### src/rtl/mem_word_reader.sv
// rtl/mem_word_reader.sv - fetches one 16-bit word as two byte reads from 8-bit synchronous memory
module mem_word_reader #(
    parameter int ADDR_W = 16,
    parameter bit ENDIAN = 1'b0
) (
    input  logic              clk,
    input  logic              rst,
    input  logic              req,
    input  logic [ADDR_W-1:0] addr,
    output logic              busy,
    output logic [15:0]       rdata,
    output logic              valid,
    output logic              mem_re,
    output logic [ADDR_W-1:0] mem_addr,
    input  logic [7:0]        mem_rdata
);

    typedef enum logic [1:0] {
        IDLE   = 2'd0,
        RD_LO  = 2'd1,
        RD_HI  = 2'd2,
        CAP_HI = 2'd3
    } state_t;

    state_t            state;
    state_t            state_next;
    logic [ADDR_W-1:0] addr_q;
    logic [7:0]        held;

    always_ff @(posedge clk or negedge rst) begin
        if (!rst) begin
            state <= IDLE;
        end else begin
            state <= state_next;
        end
    end

    always_comb begin
        state_next = state;
        case (state)
            IDLE:    if (req) state_next = RD_LO;
            RD_LO:   state_next = RD_HI;
            RD_HI:   state_next = CAP_HI;
            CAP_HI:  state_next = IDLE;
            default: state_next = IDLE;
        endcase
    end

    assign busy = (state != IDLE);

    // Memory data lags its address by one edge, so byte[A] is captured in RD_HI
    // and byte[A+1] in CAP_HI.
    always_ff @(posedge clk or negedge rst) begin
        if (!rst) begin
            addr_q   <= '0;
            held     <= 8'h00;
            rdata    <= 16'h0000;
            valid    <= 1'b0;
            mem_re   <= 1'b0;
            mem_addr <= '0;
        end else begin
            valid <= 1'b0;
            case (state)
                IDLE: begin
                    if (req) begin
                        addr_q   <= addr;
                        mem_re   <= 1'b1;
                        mem_addr <= addr;
                    end
                end
                RD_LO: begin
                    mem_re   <= 1'b1;
                    mem_addr <= addr_q + ADDR_W'(1);
                end
                RD_HI: begin
                    held   <= mem_rdata;
                    mem_re <= 1'b0;
                end
                CAP_HI: begin
                    rdata <= ENDIAN ? {held, mem_rdata} : {mem_rdata, held};
                    valid <= 1'b1;
                end
                default: begin
                    mem_re <= 1'b0;
                end
            endcase
        end
    end

endmodule

### config.mk
export PLATFORM = sky130hd
export DESIGN_NAME = mem_word_reader
export DESIGN_NICKNAME = d
export VERILOG_FILES = /design/src/rtl/mem_word_reader.sv
export SDC_FILE = /design/constraint.sdc
export NUM_CORES = 1
export LEC_CHECK = 0
export ABC_AREA = 1
export BUFFER_PORTS_ARGS = -buffer_cell sky130_fd_sc_hd__buf_2
export CAP_MARGIN = 10
export CORE_UTILIZATION = 56
export CTS_BUF_LIST = sky130_fd_sc_hd__clkbuf_16
export DETAILED_ROUTE_END_ITERATION = 8
export PLACE_DENSITY = 0.82
export SYNTH_ARGS = -nofsm -noshare
export SYNTH_HDL_FRONTEND = slang
export SYNTH_SLANG_ARGS = --single-unit
### constraint.sdc
create_clock -name clk -period 3.2 [get_ports clk]
set_input_delay 0.96 -clock clk [delete_from_list [all_inputs] [get_ports clk]]
set_output_delay 0.96 -clock clk [all_outputs]
set_load 0.05 [all_outputs]
# Word level (Yosys, flattened, before mapping)
# Cells that the tools add are included.
# totals
memories,0
out_inout_bits,35
latchBits,0
romBits,0
inputBits,27
word_cells,26
ff_bits,60
ramBits,0
# classes
add_sub_neg,1
div_mod_pow,0
shift,0
n_mul,0
reduce_logical,7
eq_ne,4
n_mux,7
n_bitwise,0
order_cmp,0
# ops
operator,n
$pmux 16 s2,1
$add 16x1->16 const B,1
$mux 16,1
$pmux 2 s4,1
$reduce_and 2->1,3
$eq 2x2->1 const B,2
$reduce_bool 2->1,2
$pmux 1 s3,1
$reduce_bool 3->1,1
$eq 2x1->1 const B,1
$logic_not 2->1,1
$mux 1,2
$mux 2,1
$ne 2x2->1 const B,1

# Longest topological paths before layout
# Gate-level depths: netlist of run 1.
# depth
ltp_word,3
mapped_depth,10
ltp_nobuf,9

# Least setup slack after synthesis of run 1
# Ideal clock, no wire load.
# synth_path
path_kind,reg2out
from,register state[0]
to,output port busy
slack_ns,1.257
stages_incl_launch_ff,4
n_path_buf,0
required_ns,2.240
t_arrival_ns,0.983
cell_sequence,dfrtp_1 -> inv_1 -> ha_1 -> inv_1
# synth_between
elab_chain_cells,1
# synth_rtl
item,line_no,text
"start, declared",25,state_t state;
"start signal, assigned",34,state <= state_next;
$reduce_bool 2->1,49,assign busy = (state != IDLE);
"end, declared",10,"output logic busy,"
# No other way between the ends.

# Worst setup path in the final report of run 1
# Same ends and word-level chain as after synthesis.

==> impl_metrics.ini, run 1 <==
[detailed_routing]
antenna_left = 0
vias = 2448
drt_iter0_markers = 131
detailedRoute.firstPassIterationCount = 4
wirelength_um = 6440
avgViaCountPerCell = 5.13
wire_per_inst_um = 13.5
detail_route.drc_violations = 0

[layout]
multiInputGateArea_um2 = 1150
utilization_of_the_core_after_routing_pct = 73.9
area.growth.synth_to_final_pct = 23.7
most-common-layout-cells = sky130_fd_sc_hd__nand2_1 (116), sky130_fd_sc_hd__buf_2 (61), sky130_fd_sc_hd__dfrtp_1 (60)
drive_above_1_share_pct = 24.4
diodes = 0
finalNetCount = 438
regArea_um2 = 1500
fillerInstances = 369
mostFrequentLayoutCell = sky130_fd_sc_hd__nand2_1

[global_route]
grt_antenna_before_repair = 0
wire_length_of_the_first_global_routing_pass_um = 10500
grt_max_degree = 61
overall_fraction_of_global_route_tracks_in_use_pct = 26.3
grt-ovfl-total = 0
vias_in_the_first_global_route = 2369

[pwr]
internal-power_mw = 2.45
power.switching_mw = 2.24
seq_power_share_pct = 29.7
relative_contribution_of_combinational_cells_to_total_power_pct = 46.4
total_power_mw = 4.69
leakage_power_of_the_design_nw = 1.83
switching_share_pct = 47.7
ir_drop_mv = 0.762
powerDensity_nw_per_um2 = 1320
power.clock.fraction_pct = 23.9

[clocking]
cts.reportedPaths.clkPinSlew_ps = 60
post_cts.repair.setup_buffers = 0
ctsHtreeMaxLevel = 3
clk_sinks = 60
ctsHoldBuffers = 0
cts_made_buffers = 9
max-clock-path-buffers = 2
worstSkewPairLatency_ps = 320
cts_repair_resize_count = 0
library_cell_used_as_clock_root_buffer = sky130_fd_sc_hd__clkbuf_16
tritoncts = done

[logic_synthesis]
yosys_synthesis_warning_count = 0
synth_top_cell_area_share_pct = 52.2
ys_seq_area_share_pct = 52.2
synth_top_flop_cell = sky130_fd_sc_hd__dfrtp_1
synthTopCellsByArea = sky130_fd_sc_hd__dfrtp_1 (52%), sky130_fd_sc_hd__nand2_1 (15%), sky130_fd_sc_hd__inv_1 (4.7%), sky130_fd_sc_hd__o21ai_0 (4.0%), sky130_fd_sc_hd__a21oi_2 (2.7%)
postSynthNetCount = 377
mappedNetlistArea_um2 = 2880
synthesis.instances = 344
synth-seq-cells = 60
synth_area_leader = sky130_fd_sc_hd__dfrtp_1
post_synth_num_cell_types = 29
asyncSetResetFlopFracSynth_pct = 100
syn_area_per_cell_um2 = 8.36
synth_enable_flop_cells = 0

[placement]
place_congestion = 0.817
place.port_buffers = 61
dp_hpwl_um = 4220

[timing]
timing_hold_violations_final = 0
timing.final.max_slew_violations = 0
max_clock_freq_ghz = 0.427
timing.final.setup_violations = 0
final.min_clock_period_ps = 2340
rsz_0062_raised_after_global_routing = false
timing_worst_slew_pin_value_ps = 745
worst_slew_margin_rel_pct = 50.4
final_min_period_over_clock_period_pct = 73.3
totalNegativeSetupSlack_ps = 0
worst_clock_skew_ps = 4.60

[floorplan]
die_w_um = 73.7
placementRows = 25
die_area_um2 = 5430
io_pins = 62
vertical_extent_of_the_die_um = 73.7
core_area_um2 = 4820
start_util_pct = 59.7

[critical_path]
worst_ep_arrival_time_ps = 1380
critical-path-top-delay-family = buffers and inverters
worst-endpoint-required_ps = 2240
critical_path.startpoint_type = flop
cpMaxStageDelayCell = sky130_fd_sc_hd__dfrtp_1
cp_slowest_stage_delay_ps = 380
end_kind = output port
worst-setup-path-type = flop to output port
worst_path_cell_chain = inv_1 > ha_1 > inv_1 > buf_2
crit_path_frequent_cell = sky130_fd_sc_hd__inv_1
cp.buffers_inverters = 3
highest_net_fanout_along_the_worst_path = 4

[min_path]
holdCritPathClass = flop to flop

[flow_run]
drv.max_cap_violation_count = 0

[run_status]
outcome = complete, no violations
==> power by group through the flow <==
stage | clock network, mW | logic [mW] | registers [mW]
finish | 1.12 | 2.18 | 1.40
global route | 1.15 | 2.39 | 1.44
CTS | 1.12 | 2.19 | 1.39
detailed placement | 0 | 2.17 | 1.39
global placement | 0 | 2.09 | 1.38
floorplan | 0 | 1.02 | 2.06
==> metal layers <==
metal	vias to the layer above	GRT usage (%)	routed length, µm
met5	-	0	0
met4	0	12.0	157
met3	18	6.45	265
met2	69	46.8	3320
met1	1151	29.5	2700
li1	1210	-	-
==> final timing paths <==
check | cells past startpoint | slack [ps] | from | to
min in group asynchronous | 2 | 770 | rst | addr_q[15]
setup reg to reg | 8 | 970 | state[1] | mem_addr[5]
max in group asynchronous | 2 | 1920 | rst | mem_addr[5]
hold reg to reg | 2 | 470 | rdata[11] | rdata[11]
hold / removal | 2 | 470 | rdata[11] | rdata[11]
setup / recovery | 4 | 860 | state[0] | busy
==> area by class of cell <==
class / count / share of cell area, %
clock buffer: 9 / 6.33
clock inverter: 7 / 3.48
timing repair buffer: 64 / 9.21
sequential: 60 / 42.2
tap: 67 / 2.36
multi-input combinational: 231 / 32.3
inverter: 39 / 4.18
==> kinds of logic (layout without fill, tap and decap cells) <==
family                   after synthesis  after routing  share of synthesized area, %
flip-flops                            60             60                          52.2
XOR/XNOR                               4              4                          1.22
multiplexers                           3              3                          1.17
buffers and inverters                 53            119                          7.87
adder cells (fa/ha/maj)                6              6                          2.61
AND/OR/NAND/NOR                      160            160                          23.1
AO/OA/AOI/OAI                         58             58                          11.8
==> flip-flops by register name, indices dropped and copies added, names as in the netlist <==
name and flops:
valid 1, rdata 16, mem_re 1, addr_q 16
state 2, mem_addr 16, held 8
==> Yosys cell counts, types with 4 or more instances <==
| library cell | count |
|---|---|
| sky130_fd_sc_hd__nand2_1 | 116 |
| sky130_fd_sc_hd__dfrtp_1 | 60 |
| sky130_fd_sc_hd__inv_1 | 36 |
| sky130_fd_sc_hd__o21ai_0 | 23 |
| sky130_fd_sc_hd__nor2_1 | 18 |
| sky130_fd_sc_hd__nand3_1 | 15 |
| sky130_fd_sc_hd__a21oi_1 | 10 |
| sky130_fd_sc_hd__a21oi_2 | 9 |
| sky130_fd_sc_hd__o21ai_1 | 9 |
| sky130_fd_sc_hd__buf_2 | 8 |
| sky130_fd_sc_hd__ha_1 | 6 |
| sky130_fd_sc_hd__xor2_1 | 4 |
==> worst min-delay path, delay by kind of cell (launching register included) <==
kind	cells	cell delay [ps]
and+or+nand+nor	2	100
DFF	1	340
==> metrics by stage <==
stage          hold WS (ps)  instance area, µm²  setup WS, ps  instances
2_1_floorplan           471                2880          1260        344
3_3_place_gp            451                3210          1190        461
3_5_place_dp            460                3210          1010        461
4_1_cts                 477                3560           844        477
5_1_grt                 493                3560           807        477
6_report                470                3560           855        477
(Power assumes the default switching activity.)
==> inputs of run 2 (changes only) <==
--- a/config.mk
+++ b/config.mk
@@ -5,13 +5,13 @@
 export SDC_FILE = /design/constraint.sdc
 export NUM_CORES = 1
 export LEC_CHECK = 0
-export ABC_AREA = 1
+export ABC_AREA = 0
 export BUFFER_PORTS_ARGS = -buffer_cell sky130_fd_sc_hd__buf_2
 export CAP_MARGIN = 10
-export CORE_UTILIZATION = 56
+export CORE_UTILIZATION = 53
 export CTS_BUF_LIST = sky130_fd_sc_hd__clkbuf_16
 export DETAILED_ROUTE_END_ITERATION = 8
-export PLACE_DENSITY = 0.82
+export PLACE_DENSITY = 0.79
 export SYNTH_ARGS = -nofsm -noshare
 export SYNTH_HDL_FRONTEND = slang
 export SYNTH_SLANG_ARGS = --single-unit
==> constraint.sdc (replaced) <==
create_clock -name clk -period 2.3 [get_ports clk]
set_input_delay 0.69 -clock clk [delete_from_list [all_inputs] [get_ports clk]]
set_output_delay 0.69 -clock clk [all_outputs]
set_load 0.05 [all_outputs]
==> run 2 against run 1 <==
  * Utilization decreased by 2.4 points
  * Register-to-register slack worse by 550 ps
  * Worst setup slack got worse by 650 ps
  * Largest cell class unchanged
  * Critical path depth stayed put
  * Sequential share of layout area up 1.1 points
  * Via count fell by 21%
  * Flip-flop and latch count stayed put
  * Cell count shrank 24%
==> impl_metrics.ini, run 2 <==
[run_status]
outcome = complete, no violations

[logic_synthesis]
syn_area_per_cell_um2 = 12.3
synthesis.instances = 221
synthTopCellsByArea = sky130_fd_sc_hd__dfrtp_1 (55%), sky130_fd_sc_hd__mux2_2 (17%), sky130_fd_sc_hd__nor3b_1 (3.0%), sky130_fd_sc_hd__ha_1 (2.8%), sky130_fd_sc_hd__o21ai_0 (2.4%)
synth_top_flop_cell = sky130_fd_sc_hd__dfrtp_1
asyncSetResetFlopFracSynth_pct = 100
synth_enable_flop_cells = 0
synth_area_leader = sky130_fd_sc_hd__dfrtp_1
yosys_synthesis_warning_count = 0
postSynthNetCount = 254
post-synth-top-count-cell = sky130_fd_sc_hd__dfrtp_1
synth-seq-cells = 60
mappedNetlistArea_um2 = 2730
ys_seq_area_share_pct = 55.1
netlist_top_cells_count = sky130_fd_sc_hd__dfrtp_1 (60), sky130_fd_sc_hd__mux2_2 (41), sky130_fd_sc_hd__o21ai_0 (13)
synth_top_cell_area_share_pct = 55.1
post_synth_num_cell_types = 35

[detailed_routing]
avgViaCountPerCell = 5.33
antenna_left = 0
vias = 1925
wirelength_um = 5360
detail_route.drc_violations = 0
drt_iter0_markers = 135
wire_per_inst_um = 14.8
detailedRoute.firstPassIterationCount = 4

[floorplan]
die_area_um2 = 5430
placementRows = 25
start_util_pct = 56.2
die_w_um = 73.7
io_pins = 62
vertical_extent_of_the_die_um = 73.7
core_area_um2 = 4850

[global_route]
overall_fraction_of_global_route_tracks_in_use_pct = 22.8
grt_antenna_before_repair = 0
grt_max_degree = 61
wire_length_of_the_first_global_routing_pass_um = 9030
vias_in_the_first_global_route = 1878
grt-ovfl-total = 0

[timing]
worst_clock_skew_ps = 5.19
totalNegativeSetupSlack_ps = 0
final_min_period_over_clock_period_pct = 91.2
timing_worst_slew_pin_value_ps = 458
timing.final.setup_violations = 0
max_clock_freq_ghz = 0.477
timing.final.max_slew_violations = 0
worst_slew_margin_rel_pct = 69.1
rsz_0062_raised_after_global_routing = false
timing_hold_violations_final = 0
final.min_clock_period_ps = 2100

[layout]
finalNetCount = 322
area.growth.synth_to_final_pct = 27.1
fillerInstances = 363
mostFrequentLayoutCell = sky130_fd_sc_hd__buf_2
diodes = 0
most-common-layout-cells = sky130_fd_sc_hd__buf_2 (61), sky130_fd_sc_hd__dfrtp_1 (60), sky130_fd_sc_hd__mux2_2 (41)
top_regs = addr_q: 16 flops, mem_addr: 16 flops, rdata: 16 flops
drive_above_1_share_pct = 44.2

[flow_run]
drv.max_cap_violation_count = 0

[clocking]
library_cell_used_as_clock_root_buffer = sky130_fd_sc_hd__clkbuf_16
cts_repair_resize_count = 0
clk_sinks = 60
cts_made_buffers = 9
max-clock-path-buffers = 2
ctsHtreeMaxLevel = 3
ctsHoldBuffers = 0
post_cts.repair.setup_buffers = 0
worstSkewPairLatency_ps = 320
tritoncts = done
cts.reportedPaths.clkPinSlew_ps = 50

[critical_path]
critical-path-top-delay-family = buffers and inverters
r2r.worst_path.cells = 6
worst-setup-path-type = flop to output port
cp.buffers_inverters = 3
worst_setup_path_startpoint = state[0]
critical_path.startpoint_type = flop
cp_slowest_stage_delay_ps = 390
worst_ep_arrival_time_ps = 1410
rr_endpoint = mem_addr[15]
worstSetupPathDepth = 4
highest_net_fanout_along_the_worst_path = 4
reg2reg_from = state[1]
r2r_slack_ps = 420
end_kind = output port
cp-endpoint = busy
worst_path_cell_chain = inv_1 > ha_1 > inv_2 > buf_2
worst-endpoint-required_ps = 1610
cpMaxStageDelayCell = sky130_fd_sc_hd__dfrtp_1

[min_path]
holdCritPathClass = primary input to async pin

[placement]
dp_hpwl_um = 3590
place_congestion = 0.806
place.port_buffers = 61
[run 2: worst register-to-register path, stage by stage (launching register included)]
cell	delay [ps]
sky130_fd_sc_hd__dfrtp_1	400
sky130_fd_sc_hd__inv_1	130
sky130_fd_sc_hd__ha_1	240
sky130_fd_sc_hd__buf_4	210
sky130_fd_sc_hd__o21ai_0	200
sky130_fd_sc_hd__or4b_1	540
sky130_fd_sc_hd__nand3_1	90
[run 2: worst min-delay path by stage]
stage | depth (start not counted) | startpoint | end
3_5_place_dp | 2 | mem_addr[4] | mem_addr[4]
5_1_grt | 2 | rst | addr_q[10]
6_report | 2 | rst | mem_addr[10]
2_1_floorplan | 0 | rst | addr_q[0]
4_1_cts | 2 | rst | valid
3_3_place_gp | 2 | mem_addr[1] | mem_addr[1]
[run 2: final cells by class]
cell class / instances / area, µm² / area share (%)
well taps: 67 / 83.8 / 2.42
flip-flops and latches: 60 / 1500 / 43.3
clock inverters: 7 / 108 / 3.10
repair buffers: 68 / 370 / 10.7
inverters: 5 / 18.8 / 0.542
multi-input cells: 145 / 1160 / 33.4
clock buffers: 9 / 225 / 6.50
[run 2: metal layers]
layer  wire (µm)  part of all wire, %  GRT usage (%)
met5           0                    0              0
met4         104                  1.9           10.9
met3         187                  3.5           4.12
met2        2440                   46           33.1
met1        2620                   49           33.0
[run 2: kinds of logic (layout without fill, tap and decap cells)]
logic type	count (synthesis)	count (layout)	share of synthesized area [%]
adder cells (fa/ha/maj)	6	6	2.75
multiplexers	46	46	18.8
flip-flops	60	60	55.1
buffers and inverters	16	89	2.57
AO/OA/AOI/OAI	32	32	6.20
XOR/XNOR	12	12	3.85
AND/OR/NAND/NOR	49	49	10.8
[run 2: metrics by stage]
step | hold WS (ps) | setup WS, ps | std cells | instance area (µm²) | util (%)
2_1_floorplan | 394 | 444 | 221 | 2730 | -
3_3_place_gp | 471 | 548 | 345 | 3130 | 64.6
3_5_place_dp | 466 | 490 | 345 | 3130 | 64.6
4_1_cts | 388 | 187 | 361 | 3470 | 71.5
5_1_grt | 415 | 129 | 361 | 3470 | 71.5
6_report | 355 | 202 | 361 | 3470 | 71.5
Power of run 2 is left out: the tool's default activity adds up to more than one toggle a clock period on the data nets, which glitch-free logic cannot reach.
